[src/rtl/axis_frame_packer_pkg.sv]
`default_nettype none
// ============================================================================
//  Module      : axis_frame_packer_pkg
//  Description : Shared types and helpers for the byte-to-word frame packer:
//                FSM state encoding and the zero-padding lane mask function.
//  Revision    : 1.0 - initial release
// ============================================================================
package axis_frame_packer_pkg;

    // Largest number of byte lanes the lane mask helper can describe.
    localparam int unsigned c_MAX_LANES = 128;

    // Packer FSM: S_TRAILER exists only when the byte-count trailer is built in.
    typedef enum logic [0:0] {
        S_PACK    = 1'b0,
        S_TRAILER = 1'b1
    } state_t;

    // Lane k is kept when k <= idx (and k is a real lane); all higher lanes are padding.
    function automatic logic [c_MAX_LANES-1:0] lane_mask(input int unsigned idx,
                                                         input int unsigned n);
        logic [c_MAX_LANES-1:0] m;
        m = '0;
        for (int unsigned k = 0; k < c_MAX_LANES; k++) begin
            m[k] = (k <= idx) && (k < n);
        end
        return m;
    endfunction

endpackage
`default_nettype wire

[src/rtl/axis_frame_packer.sv]
`default_nettype none
// ============================================================================
//  Module      : axis_frame_packer
//  Description : Packs an 8-bit framed AXI-Stream little-endian into C_WIDTH-bit
//                words. The final partial word of a frame is zero-padded and
//                carries tlast. Build with AXIS_FRAME_PACKER_TRAILER_EN defined
//                to append a trailer word holding the frame's byte count.
//  Revision    : 1.0 - initial release
// ============================================================================
module axis_frame_packer
    import axis_frame_packer_pkg::*;
#(
    parameter int C_WIDTH       = 64,
    parameter int C_COUNT_WIDTH = 16
) (
    input  logic               clk_axis,
    input  logic               rst_axis,
    input  logic [7:0]         s_axis_tdata,
    input  logic               s_axis_tlast,
    input  logic               s_axis_tvalid,
    output logic               s_axis_tready,
    output logic [C_WIDTH-1:0] m_axis_tdata,
    output logic               m_axis_tlast,
    output logic               m_axis_tvalid,
    input  logic               m_axis_tready,
    output logic [31:0]        frame_count
);

    localparam int unsigned c_N_LANES = C_WIDTH / 8;
    localparam int unsigned c_IDX_W   = $clog2(c_N_LANES);
    localparam logic [c_IDX_W-1:0] c_LAST_IDX = c_IDX_W'(c_N_LANES - 1);

    // Elaboration-time guard against unsupported parameter combinations.
    if ((C_WIDTH % 8) != 0 || C_WIDTH < 16 || c_N_LANES > c_MAX_LANES ||
        C_COUNT_WIDTH < 1 || C_COUNT_WIDTH > C_WIDTH) begin : g_param_check
        $error("axis_frame_packer: unsupported C_WIDTH/C_COUNT_WIDTH combination");
    end

    state_t               r_state;
    logic [c_IDX_W-1:0]   r_idx;
    logic [C_WIDTH-1:0]   r_acc;
    logic [C_WIDTH-1:0]   r_m_data;
    logic                 r_m_last;
    logic                 r_m_valid;
    logic [31:0]          r_frame_count;
`ifdef AXIS_FRAME_PACKER_TRAILER_EN
    logic [C_COUNT_WIDTH-1:0] r_byte_count;
`endif

    logic                   w_out_free;
    logic                   w_accept;
    logic                   w_word_end;
    logic [C_WIDTH-1:0]     w_merged;
    // Only the low c_N_LANES bits are meaningful; the rest are deliberately ignored.
    logic [c_MAX_LANES-1:0] w_mask_full_unused;
    logic [c_N_LANES-1:0]   w_mask;

    // The output register can take a new word when empty or draining this cycle.
    assign w_out_free    = !r_m_valid || m_axis_tready;
    // Reset forces ready low combinationally so nothing is accepted during reset.
    assign s_axis_tready = !rst_axis && (r_state == S_PACK) && w_out_free;
    assign w_accept      = s_axis_tvalid && s_axis_tready;
    assign w_word_end    = w_accept && ((r_idx == c_LAST_IDX) || s_axis_tlast);

    assign w_mask_full_unused = lane_mask({{(32-c_IDX_W){1'b0}}, r_idx}, c_N_LANES);
    assign w_mask             = w_mask_full_unused[c_N_LANES-1:0];

    // Completed word: accumulator with the incoming byte in lane idx, padding above it.
    for (genvar k = 0; k < c_N_LANES; k++) begin : g_lane
        assign w_merged[8*k +: 8] = !w_mask[k]                  ? 8'h00        :
                                    (r_idx == c_IDX_W'(k))      ? s_axis_tdata :
                                                                  r_acc[8*k +: 8];
    end

    assign m_axis_tdata  = r_m_data;
    assign m_axis_tlast  = r_m_last;
    assign m_axis_tvalid = r_m_valid;
    assign frame_count   = r_frame_count;

    // Packer FSM, lane accumulator, output register and frame counter.
    always_ff @(posedge clk_axis) begin
        if (rst_axis) begin
            r_state       <= S_PACK;
            r_idx         <= '0;
            r_acc         <= '0;
            r_m_data      <= '0;
            r_m_last      <= 1'b0;
            r_m_valid     <= 1'b0;
            r_frame_count <= '0;
`ifdef AXIS_FRAME_PACKER_TRAILER_EN
            r_byte_count  <= '0;
`endif
        end else begin
            // Drain first; a word loaded below in the same cycle overrides this.
            if (r_m_valid && m_axis_tready) begin
                r_m_valid <= 1'b0;
                if (r_m_last) begin
                    r_frame_count <= r_frame_count + 32'd1;
                end
            end

            if (w_accept) begin
                if (w_word_end) begin
                    r_m_data  <= w_merged;
                    r_m_valid <= 1'b1;
`ifdef AXIS_FRAME_PACKER_TRAILER_EN
                    r_m_last  <= 1'b0;
                    if (s_axis_tlast) begin
                        r_state <= S_TRAILER;
                    end
`else
                    r_m_last  <= s_axis_tlast;
`endif
                    r_idx     <= '0;
                    r_acc     <= '0;
                end else begin
                    r_acc[8*r_idx +: 8] <= s_axis_tdata;
                    r_idx               <= r_idx + c_IDX_W'(1);
                end
            end

`ifdef AXIS_FRAME_PACKER_TRAILER_EN
            // Saturating count of accepted bytes in the current frame.
            if (w_accept && (r_byte_count != {C_COUNT_WIDTH{1'b1}})) begin
                r_byte_count <= r_byte_count + C_COUNT_WIDTH'(1);
            end

            // Trailer word goes out as soon as the output register frees up.
            if (r_state == S_TRAILER && w_out_free) begin
                r_m_data     <= C_WIDTH'(r_byte_count);
                r_m_last     <= 1'b1;
                r_m_valid    <= 1'b1;
                r_byte_count <= '0;
                r_state      <= S_PACK;
            end
`endif
        end
    end

endmodule
`default_nettype wire

[config.mk]
export PLATFORM = sky130hd
export DESIGN_NAME = axis_frame_packer
export DESIGN_NICKNAME = d
export VERILOG_FILES = /design/src/rtl/axis_frame_packer_pkg.sv /design/src/rtl/axis_frame_packer.sv
export SDC_FILE = /design/constraint.sdc
export NUM_CORES = 1
export LEC_CHECK = 0
export BUFFER_PORTS_ARGS = -buffer_cell sky130_fd_sc_hd__buf_2
export CORE_ASPECT_RATIO = 0.5
export CORE_MARGIN = 3
export CORE_UTILIZATION = 25
export CTS_CLUSTER_SIZE = 10
export DETAILED_ROUTE_END_ITERATION = 16
export SKIP_CTS_REPAIR_TIMING = 1
export SLEW_MARGIN = 20
export SYNTH_ARGS = -nofsm -noshare
export SYNTH_HDL_FRONTEND = slang
export SYNTH_SLANG_ARGS = --single-unit
[constraint.sdc]
create_clock -name clk_axis -period 3.1 [get_ports clk_axis]
set_input_delay 0 -clock clk_axis [delete_from_list [all_inputs] [get_ports clk_axis]]
set_output_delay 0 -clock clk_axis [all_outputs]
set_load 0.05 [all_outputs]
Yosys cells after proc, flatten, opt, wreduce, memory -nomap -nowiden
Index checks and enable logic that the tools add are counted. W data, S select, Z words.

Shift operators: 2. Muxes and demuxes: 21. Eq/ne operators: 7. $add $sub $neg: 3. Reduce and logical (&&, ||, !) cells: 11. $lt $le $gt $ge: 7.

Operators with widths (number): $mux W8 (15); $bwmux W64 (1); $mux W64 (1); $shift A8 B34 Y64 const A (1); $shiftx A8 B34 Y64 (1); $neg A6 Y34 (1); $add A32 B1 Y32 const B (1); $eq A3 B3 Y1 const B (4); $le A3 B3 Y1 const A (4); $eq A3 B2 Y1 const B (2); $le A2 B3 Y1 const A (2); $logic_and A1 B1 Y1 (4); $reduce_and A2 Y1 (2); $add A3 B1 Y3 const B (1); $eq A3 B1 Y1 const B (1); $le A1 B3 Y1 const A (1); $logic_not A3 Y1 (1); $mux W1 (3); $mux W3 (1); $logic_not A1 Y1 (2); $logic_or A1 B1 Y1 (2).

Register bits: 165. Word-level logic and storage cells: 57.

Logic depth before layout (Yosys ltp)
Gate-level depths: netlist of run 1.

Depth after elaboration: 7. Depth in mapped cells: 10.

Worst setup path before layout of run 1
OpenSTA, ideal clock, no wires.

Path kind: register to register. Start: register r_idx[0]. End: register r_acc[16]. Data arrival time: 2.652 ns. Cell stages (with the launch flop): 11. Path buffers: 3. Path slack: 0.387 ns. Required time: 3.040 ns. Cell sequence: dfxtp_1 > clkbuf_1 > buf_1 > inv_1 > ha_1 > ha_1 > buf_1 > nor2_1 > nand2_1 > nor3_1 > a22o_1.

Longest elaborated chain between the ends: 4.

Ends and longest elaborated chain: from (decl) (line axis_frame_packer.sv:40) `logic [c_IDX_W-1:0] r_idx;`; from (signal assigned) (line axis_frame_packer.sv:118) `r_idx <= r_idx + c_IDX_W'(1);`; $neg A6 Y34 / $eq A3 B3 Y1 (equally long branches) (line axis_frame_packer.sv:117, axis_frame_packer.sv:63); $shiftx A8 B34 Y64, or another cell as far along (line axis_frame_packer.sv:117) `r_acc[8*r_idx +: 8] <= s_axis_tdata;`; $bwmux W64 / $logic_and A1 B1 Y1 (equally long branches) (line axis_frame_packer.sv:117, axis_frame_packer.sv:63); $mux W64 * (line axis_frame_packer.sv:103) `if (w_word_end) begin`; to (signal, indexed assignment) (line axis_frame_packer.sv:117); to (decl) (line axis_frame_packer.sv:41) `logic [C_WIDTH-1:0] r_acc;`.

Every way passes the cells marked *; elsewhere a longest branch is shown, timed or not. A chain may end at the register's enable or synchronous reset.

Worst setup path in the final report of run 1
Start: register r_idx[1]. End: register r_acc[39].

Same word-level chain as after synthesis.

==> results.txt, run 1 <==
Sequential standard cell area -> 0.003143 sq mm
Drt first pass iters -> 5
Core region area -> 0.02680 sq mm
CTS tree -> yes
Synth-to-Final Area Change -> 21.44%
Crit-path max cell delay -> 0.63 ns
CP delay by family, top -> compound AO/OA/AOI/OAI gates
All-Layer GR Usage -> 0.1381
Flops & latches, synth -> 157
Status -> finished, violations left
Synthesized net count -> 809
Drt wl/cell -> 16.47 microns
Critical path type -> flip-flop to flip-flop
Post-Synth Simple-Gate Area -> 0.2135
Routed wire length -> 20320 microns
Initial antenna violation count -> 0
CP Capture Type -> flip-flop
I/O Buffers -> 111
Rel. slew slack -> 0.4017
CP bufs+invs -> 1
Synth Area in Compound Gates -> 0.1779
Clk pwr share -> 0.472
Maximum clock path buffer count -> 2
Worst slew pin tran -> 0.8974 ns
TritonCTS Buffers -> 17
Final Hold Fails -> 1
Metal-1 WL -> 9232 microns
Sequential-to-total area share from yosys stat -> 0.4557
Area of the multi-input gates -> 0.003451 sq mm
TNS Setup -> 0 ns
Synth Area in Adders -> 0.01451
Vias -> 6195
Most used cell, CP -> ha_1
Switching Fraction -> 0.2791
Worst EP required -> 3.45 ns
Lkg Pwr -> 3.223 nW
Final Setup Violations -> 0
Top sig layer -> met4
Post-route ant nets -> 0
Unrepaired setup endpoints after global routing -> no
Int Pwr -> 3.182 mW
Design Area, Final -> 0.008377 sq mm
Filler cells -> 2815
Max Clock Skew -> 0.01779 ns
Ant diodes -> 0
Vias in the first global route -> 5903
Root buf cell -> clkbuf_16
Slew Limit Fails -> 0
Post-synth ARST share -> 0
Synth Instances -> 788
Combinational Power Share -> 0.066
Arrival @ worst endpoint -> 2.93 ns
Critical path depth in cells -> 7
WHS -> -0.001324 ns
Startpoint types -> flip-flop
Clock Latency Late Sink -> 0.43 ns
Largest family of logic cells by synthesized area -> simple AND/OR/NAND/NOR gates
Crit-path max FO -> 13
MaxCap Viol Count -> 0
Final core occ -> 0.3126
Worst path cell trace -> inv_1 > ha_1 > ha_1 > nor2_1 > a31oi_1 > o21ai_0 > a21oi_1
Placed cell area -> 0.007765 sq mm
Design Power -> 4.414 mW
Hold Crit Depth -> 3
Worst IR Drop VDD -> 0.4325 mV
Multiplexer area fraction after synthesis -> 0.08163
Fmax -> 387.7 MHz
Dpl hpwl -> 13950 microns
Min-Delay Path Class -> primary input to flip-flop
R2r worst-path depth -> 7
Initial Util -> 0.2574
Final period utilization -> 0.8321
Total grt overflow -> 0
Period minus WS final -> 2.580 ns
Via density -> 5.020
Routed wl met3 -> 1253 microns
Routability cong. -> 0.8814
Reg clk slew, reported paths -> 0.08 ns
First-pass GRT wire length -> 32800 microns
Level count of the clock H-tree -> 4
Yosys warning total -> 0
# DRC -> 0
Reg power frac -> 0.462
Top Ports -> 112
Most used DFF post-synth -> dfxtp_1
Pwr Density -> 526.9 mW/mm^2
Die Ht -> 123.5 microns
Fraction of layout instances using a drive strength above 1 -> 0.2313
Nets -> 890
Routed met2 length -> 9448 microns
Cell Area, Synth -> 0.006898 sq mm
Die W -> 240.9 microns
Post-synth cell types -> 46
Die area -> 0.02974 sq mm
Site row count -> 42
Starting DRC count in detailed routing -> 554
EDFF count, synth -> 0
Net Switching -> 1.232 mW
Violated checks -> hold timing
Synth Area in XOR/XNOR -> 0.01143
Mapped Avg Cell Area -> 8.754 sq um
Clock sinks -> 157
Critical path's slowest cell -> ha_1
Largest net degree at the start of global routing -> 82
==> final cells by class <==
class                           count  share of cell area
Clock buffer                       17             0.05078
Inverter                           14            0.006273
Timing Repair Buffer              129             0.08335
Tap cell                          352             0.05258
Multi-Input combinational cell    550              0.4119
Sequential cell                   157              0.3752
Clock inverter                     15             0.01987
==> power groups by stage <==
stage          combinational (mW)  sequential, mW  clock [mW]
6_report                    0.292            2.04        2.08
5_1_grt                     0.314            2.04        2.21
4_1_cts                     0.289            2.04        2.12
3_5_place_dp                0.287            2.09           0
3_3_place_gp                0.285            2.09           0
2_1_floorplan               0.154            2.13           0
==> final timing paths <==
path | startpoint | to | slack (ns)
setup / recovery | r_idx[1]$_SDFFE_PP0P_ | r_acc[39]$_SDFFE_PP0P_ | 0.52
hold / removal | s_axis_tdata[7] | r_acc[7]$_SDFFE_PP0P_ | -0.001
setup reg to reg | r_idx[1]$_SDFFE_PP0P_ | r_acc[39]$_SDFFE_PP0P_ | 0.52
hold reg to reg | m_axis_tdata[16]$_SDFFE_PP0P_ | m_axis_tdata[16]$_SDFFE_PP0P_ | 0.45
==> layer usage <==
layer	vias up	global-route usage
li1	3034	-
met1	2966	0.1802
met2	165	0.2249
met3	30	0.03454
met4	0	0.04545
met5	-	0
==> flip-flops by register name, summed over array words and instances (netlist names) <==
name and count:
r_acc 56, frame_count 32, r_idx 3, m_axis_tvalid 1, m_axis_tdata 64, m_axis_tlast 1
==> metrics by stage <==
| stage | worst slack [ns] | cells |
|---|---|---|
| 2_1_floorplan | 0.3875 | 788 |
| 3_3_place_gp | 0.7283 | 1200 |
| 3_5_place_dp | 0.6255 | 1200 |
| 4_1_cts | 0.5860 | 1232 |
| 5_1_grt | 0.3207 | 1234 |
| 6_report | 0.5205 | 1234 |
==> worst reg2reg max path, stage by stage, from the launching register on <==
cell and delay, ns:
dfxtp_1 0.40, inv_1 0.11, ha_1 0.20, ha_1 0.63
nor2_1 0.13, a31oi_1 0.63, o21ai_0 0.22, a21oi_1 0.18
==> Yosys cell counts, drive strengths merged, types with 2 or more instances <==
library cell,instances,share of area
mux2i,18,0.026
and4,3,0.0038
and2,3,0.0027
a21o,2,0.0022
o31ai,16,0.018
ha,8,0.015
o21ai,27,0.020
xor2,5,0.0063
or2,5,0.0045
nor4,6,0.0085
nor2,42,0.023
a21oi,94,0.068
nand3,59,0.043
or4,17,0.019
nand3b,2,0.0022
a22oi,8,0.0087
dfxtp,157,0.46
or3,15,0.014
a31oi,3,0.0027
inv,14,0.0076
nand2,72,0.039
clkbuf,57,0.031
a211oi,8,0.0087
a22o,26,0.033
and3,3,0.0027
nor3,9,0.0065
nand4,29,0.027
xnor2,4,0.0051
mux2,34,0.056
nand2b,4,0.0036
nor2b,14,0.013
a311oi,8,0.010
buf,10,0.0067
==> cells by family after synthesis <==
logic type / Yosys count
and+or+nand+nor: 284
adders and majority gates: 8
DFF: 157
buffers and inverters: 81
AOI/OAI and AO/OA: 197
muxes: 52
xor gates and xnor gates: 9
==> cell usage in the layout, fill, tap and decap left out, types with 16 or more instances in the layout <==
| cell | Yosys | final |
|---|---|---|
| mux2_2 | 34 | 34 |
| nand3_1 | 59 | 59 |
| o21ai_0 | 27 | 27 |
| nand4_1 | 28 | 28 |
| buf_2 | 1 | 110 |
| nand2_1 | 72 | 72 |
| or4_1 | 16 | 16 |
| dfxtp_1 | 157 | 157 |
| mux2i_1 | 18 | 18 |
| clkbuf_16 | 0 | 17 |
| buf_4 | 0 | 17 |
| a22o_1 | 26 | 26 |
| a21oi_1 | 94 | 94 |
| nor2_1 | 42 | 42 |
Note: power is estimated with default switching activity, not from simulation.
==> run 2: changes to the inputs <==
- ABC_AREA: not set -> 1
- clock period: 3.1 -> 2.2 ns (I/O delays scaled with it)
==> results.txt, run 2 <==
Initial antenna violation count -> 0 (unchanged)
Maximum clock path buffer count -> 2 (unchanged)
Root buf cell -> clkbuf_16
Core region area -> 0.02712 sq mm (+1.2%)
Most frequent cells in the layout -> nand2_1 (281), dfxtp_1 (155), a21oi_1 (127), nor2_1 (120), buf_2 (110)
Drt first pass iters -> 5 (unchanged)
Routability cong. -> 0.8402 (-4.7%)
Drt wl/cell -> 14.62 microns (-11%)
Commonest cells in the netlist -> nand2_1 (282), dfxtp_1 (157), a21oi_1 (127)
Post-synth cell types -> 33 (-28%)
R2r worst-path depth -> 9 (+2)
Worst EP required -> 2.54 ns (-0.91 ns)
Die area -> 0.03050 sq mm (+2.5%)
Die Ht -> 125.0 microns (+1.2%)
Period minus WS final -> 2.017 ns (-0.5627 ns)
Crit-path max FO -> 8 (-5)
Dpl hpwl -> 15710 microns (+13%)
Violated checks -> hold timing
# DRC -> 0 (unchanged)
CP Capture Type -> flip-flop
Starting DRC count in detailed routing -> 584 (+5.4%)
Post-route ant nets -> 0 (unchanged)
R2r startpoint -> r_idx[0]$_SDFFE_PP0P_
Fmax -> 495.8 MHz (+28%)
Commonest non-fill, non-tap cell in the layout -> nand2_1
Via density -> 4.582 (-8.7%)
Worst slew pin tran -> 0.9960 ns (+0.09858 ns)
Post-synth ARST share -> 0 (unchanged)
Ranking of synthesized cells by area -> dfxtp_1 (44%), nand2_1 (15%), a21oi_1 (9.0%), nor2_1 (6.4%), o21ai_0 (6.4%)
Clock Latency Late Sink -> 0.42 ns (about the same)
Synth Instances -> 1012 (+28%)
Site row count -> 42 (unchanged)
Total grt overflow -> 0 (unchanged)
TritonCTS Buffers -> 17 (unchanged)
Vias in the first global route -> 6226 (+5.5%)
Pwr Density -> 733.8 mW/mm^2 (+39%)
Final Setup Violations -> 0 (unchanged)
Nets -> 1161 (+30%)
Level count of the clock H-tree -> 4 (unchanged)
Lkg Pwr -> 3.424 nW (+6.2%)
CTS tree -> yes
Crit Reg-Reg Endpoint -> r_acc[53]$_SDFFE_PP0P_
Top Ports -> 112 (unchanged)
EDFF count, synth -> 0 (unchanged)
Most used DFF post-synth -> dfxtp_1
First-pass GRT wire length -> 34850 microns (+6.3%)
Cell Area, Synth -> 0.007079 sq mm (+2.6%)
Startpoint types -> flip-flop
Mapped Avg Cell Area -> 6.995 sq um (-20%)
Synth-to-Final Area Change -> 25.54%
Flops & latches, synth -> 157 (unchanged)
Worst Setup SP -> r_idx[0]$_SDFFE_PP0P_
Final Hold Fails -> 1 (unchanged)
Rel. slew slack -> 0.3360 (-0.06572)
Yosys warning total -> 0 (unchanged)
Synthesized net count -> 1033 (+28%)
Post-synth top area share -> 0.4440 (-0.01168)
Worst IR Drop VDD -> 0.4749 mV (+9.8%)
WHS -> -0.05836 ns (-0.05703 ns)
Filler cells -> 2980 (+5.9%)
Fraction of layout instances using a drive strength above 1 -> 0.1778 (-0.05350)
Min-Delay Path Class -> primary input to flip-flop
Arrival @ worst endpoint -> 2.36 ns (-0.57 ns)
Reg2reg setup slack -> 0.18 ns (-0.34 ns)
Unrepaired setup endpoints after global routing -> no
All-Layer GR Usage -> 0.1426 (+0.004515)
Final period utilization -> 0.9167 (+0.08465)
Die W -> 244.0 microns (+1.3%)
Slew Limit Fails -> 0 (unchanged)
Reg clk slew, reported paths -> 0.07 ns (about the same)
I/O Buffers -> 111 (unchanged)
Critical Path Sink -> r_acc[53]$_SDFFE_PP0P_
Sequential-to-total area share from yosys stat -> 0.4440 (-0.01168)
Status -> finished, violations left
Most common cell in the netlist -> nand2_1
TNS Setup -> 0 ns (unchanged)
Vias -> 6996 (+13%)
Clock sinks -> 157 (unchanged)
Routed wire length -> 22320 microns (+9.9%)
Final core occ -> 0.3278 (+0.01519)
MaxCap Viol Count -> 0 (unchanged)
Max Clock Skew -> 0.01404 ns (-0.003756 ns)
Critical path type -> flip-flop to flip-flop
Largest net degree at the start of global routing -> 92 (+12%)
Initial Util -> 0.2611 (+0.003698)
Max reg flops -> 64 (unchanged)
Synth area leader -> dfxtp_1
Ant diodes -> 0 (unchanged)
run 2: cell count changes after synthesis, moves of 16 or more:
cell	previous run	this run
nand3_1	59	34
or4_1	16	0
a22o_1	26	0
mux2i_1	18	0
a21oi_1	94	127
nand2_1	72	282
nor2_1	42	120
inv_1	14	62
clkbuf_1	57	23
mux2_2	34	0
o21ai_0	27	90
run 2: layout make-up:
class | instances | area, sq um | share of cell area
multi-input combinational | 746 | 3512 | 0.3952
tap | 374 | 467.9 | 0.05265
inverter | 69 | 259.0 | 0.02914
sequential | 157 | 3146 | 0.3539
clock buffer | 17 | 425.4 | 0.04787
timing repair buffer | 149 | 893.4 | 0.1005
clock inverter | 15 | 183.9 | 0.02070
run 2: worst max-delay path, cell delays in order (launching register included):
cell,delay [ns]
dfxtp_2,0.38
inv_2,0.08
ha_1,0.24
ha_1,0.24
nor2_2,0.14
nand3_1,0.20
nor3_4,0.26
buf_4,0.19
nand2_1,0.07
a21oi_1,0.15
run 2: cells by family (layout without fill, tap and decap cells):
| group | after synthesis | after routing | share of synthesized area |
|---|---|---|---|
| adders and majority gates | 8 | 8 | 0.01414 |
| buffers and inverters | 109 | 250 | 0.06098 |
| DFF | 157 | 157 | 0.4440 |
| xor gates and xnor gates | 3 | 3 | 0.003712 |
| AOI/OAI and AO/OA | 240 | 240 | 0.1759 |
| and+or+nand+nor | 495 | 495 | 0.3013 |
run 2: how the worst min path moves through the flow:
| stage | depth (start not counted) | slack (ns) | start | to |
|---|---|---|---|---|
| floorplan | 2 | 0.14 | s_axis_tdata[3] | m_axis_tdata[59]$_SDFFE_PP0P_ |
| global placement | 3 | 0.30 | s_axis_tdata[6] | m_axis_tdata[62]$_SDFFE_PP0P_ |
| detailed placement | 3 | 0.30 | s_axis_tlast | m_axis_tlast$_SDFFE_PP0P_ |
| CTS | 3 | -0.15 | s_axis_tdata[2] | r_acc[2]$_SDFFE_PP0P_ |
| global route | 4 | 0.004 | m_axis_tready | m_axis_tvalid$_SDFF_PP0_ |
| finish | 4 | -0.06 | m_axis_tready | m_axis_tvalid$_SDFF_PP0_ |
run 2: layer usage:
| metal | GRT usage | vias to the layer above | wire length [microns] |
|---|---|---|---|
| met2 | 0.2355 | 141 | 10510 |
| met5 | 0 | - | 0 |
| li1 | - | 3591 | - |
| met1 | 0.1898 | 3238 | 10670 |
| met3 | 0.02953 | 26 | 806 |
| met4 | 0.03905 | 0 | 335 |
run 2: report_power, final:
group | leakage, nW | internal, mW | switching, mW
sequential | 1.27 | 2.88 | 0.0225
combinational | 1.86 | 0.136 | 0.443
clock | 0.294 | 1.72 | 1.33
total | 3.42 | 4.73 | 1.79
run 2: per-stage QoR:
step                setup WS, ns  power, mW  cell area (sq um)  instances
floorplan                0.06551      3.344               7079       1012
global placement          0.1889      3.526               8170       1485
detailed placement        0.1335      3.523               8170       1485
CTS                       0.1180      6.558               8780       1517
global route            0.009392      6.750               8887       1527
finish                    0.1832      6.521               8887       1527
==> run 3: changes to the inputs <==
- ABC_AREA: 1 -> not set
- CTS_CLUSTER_DIAMETER: not set -> 30
==> results.txt, run 3 (same netlist as run 1, synthesis figures left out) <==
Vias in the first global route -> 6098 (-2.1%)
Commonest non-fill, non-tap cell in the layout -> dfxtp_1
Reg clk slew, reported paths -> 0.07 ns (about the same)
Max reg flops -> 64 (unchanged)
Die area -> 0.02974 sq mm (-2.5%)
Worst path cell trace -> ha_1 > nand2_1 > or4_4 > nor4_1 > mux2_2
Critical path's slowest cell -> or4_4
WHS -> 0.004508 ns (+0.06286 ns)
Nets -> 919 (-21%)
Status -> finished clean
Top Ports -> 112 (unchanged)
Most frequent cells in the layout -> dfxtp_1 (138), buf_2 (111), a21oi_1 (92), nand2_1 (71), nand3_1 (59)
Synth-to-Final Area Change -> 27.59%
All-Layer GR Usage -> 0.1365 (-0.006148)
Final period utilization -> 0.9517 (+0.03496)
MaxCap Viol Count -> 0 (unchanged)
CTS tree -> yes
# DRC -> 0 (unchanged)
Maximum clock path buffer count -> 2 (unchanged)
Non-Filler Instances -> 1263 (-17%)
Arrival @ worst endpoint -> 2.41 ns (+0.05 ns)
Period minus WS final -> 2.094 ns (+0.07691 ns)
TritonCTS Buffers -> 17 (unchanged)
Critical path depth in cells -> 5 (-4)
Starting DRC count in detailed routing -> 530 (-9.2%)
Dpl cells -> 1221 (-18%)
CP Capture Type -> flip-flop
I/O Buffers -> 111 (unchanged)
Initial Util -> 0.2574 (-0.003698)
Via density -> 5.025 (+9.7%)
Post-route ant nets -> 0 (unchanged)
R2r worst-path depth -> 5 (-4)
CP delay by family, top -> simple AND/OR/NAND/NOR gates
Die W -> 240.9 microns (-1.3%)
Crit-path max cell delay -> 0.67 ns (+0.29 ns)
Rel. slew slack -> 0.4702 (+0.1341)
Total grt overflow -> 0 (unchanged)
Routed wire length -> 20660 microns (-7.4%)
Design Power -> 6.310 mW (-3.2%)
Worst EP required -> 2.51 ns (-0.03 ns)
Ant diodes -> 0 (unchanged)
Vias -> 6347 (-9.3%)
CP bufs+invs -> 0 (-2)
Drt wl/cell -> 16.36 microns (+12%)
Root buf cell -> clkbuf_16
Worst IR Drop VDD -> 0.4430 mV (-6.7%)
Dpl hpwl -> 14110 microns (-10%)
Routability cong. -> 0.8360 (-0.50%)
Fraction of layout instances using a drive strength above 1 -> 0.2953 (+0.1175)
Site row count -> 42 (unchanged)
Final Setup Violations -> 0 (unchanged)
Initial antenna violation count -> 0 (unchanged)
Final core occ -> 0.3284 (+0.0006350)
Crit-path max FO -> 20 (+12)
Pwr Density -> 716.9 mW/mm^2 (-2.3%)
Filler cells -> 2785 (-6.5%)
First-pass GRT wire length -> 32680 microns (-6.2%)
Hold Crit Depth -> 3 (-1)
Min-Delay Path Class -> primary input to flip-flop
Critical path type -> flip-flop to flip-flop
Core region area -> 0.02680 sq mm (-1.2%)
Largest net degree at the start of global routing -> 79 (-14%)
Final Hold Fails -> 0 (-1)
Fmax -> 477.6 MHz (-3.7%)
Die Ht -> 123.5 microns (-1.2%)
Drt first pass iters -> 5 (unchanged)
Slew Limit Fails -> 0 (unchanged)
Startpoint types -> flip-flop
Worst slew pin tran -> 0.7948 ns (-0.2012 ns)
Clock sinks -> 157 (unchanged)
Lkg Pwr -> 3.451 nW (+0.78%)
Clock Latency Late Sink -> 0.42 ns (about the same)
Level count of the clock H-tree -> 4 (unchanged)
Max Clock Skew -> 0.006884 ns (-0.007151 ns)
-- run 3: cell count changes in the layout (fill, tap and decap cells not counted), sizes merged, moves of 26 or more --
cell / delta
nand2: -212
nor2: -92
o21ai: -66
inv: -55
mux2: +34
a21oi: -33
a22o: +26
-- run 3: area by class of cell --
cell class | count | area [sq um] | area share
clock buffer | 20 | 466.7 | 0.05303
clock inverter | 12 | 127.6 | 0.01450
inverter | 14 | 52.55 | 0.005971
multi-input combinational | 550 | 3583 | 0.4072
sequential | 157 | 3172 | 0.3604
tap | 352 | 440.4 | 0.05004
timing repair buffer | 158 | 958.4 | 0.1089
-- run 3: power breakdown --
part	leakage (nW)	switching (mW)	internal, mW
clock	0.289	1.28	1.68
combinational	1.89	0.333	0.134
sequential	1.28	0.0148	2.86
-- run 3: routing by layer --
metal / share of wire / up-vias / track usage
met5: 0 / - / 0
met4: 0.018 / 0 / 0.04881
met3: 0.057 / 25 / 0.03766
met2: 0.47 / 145 / 0.2245
met1: 0.45 / 3085 / 0.1727
li1: - / 3092 / -
-- run 3: worst paths after layout --
check,from,to,slack [ns]
setup / recovery,frame_count[0]$_SDFFE_PP0P_,frame_count[20]$_SDFFE_PP0P_,0.11
hold / removal,s_axis_tdata[7],r_acc[7]$_SDFFE_PP0P_,0.005
setup reg to reg,frame_count[0]$_SDFFE_PP0P_,frame_count[20]$_SDFFE_PP0P_,0.11
hold reg to reg,m_axis_tdata[48]$_SDFFE_PP0P_,m_axis_tdata[48]$_SDFFE_PP0P_,0.45
-- run 3: per-stage QoR --
stage	setup WS, ns	TNS [ns]	instance area [sq um]
detailed placement	0.02650	0	8079
global route	-0.001889	-0.001889	8801
CTS	-0.003390	-0.003390	8673
floorplan	0.004911	0	7036
global placement	0.09927	0	8079
finish	0.1062	0	8801
-- run 3: worst min-delay path: stages --
cell,delay (ns)
buf_2,0.21
nand3_1,0.10
a21oi_1,0.06
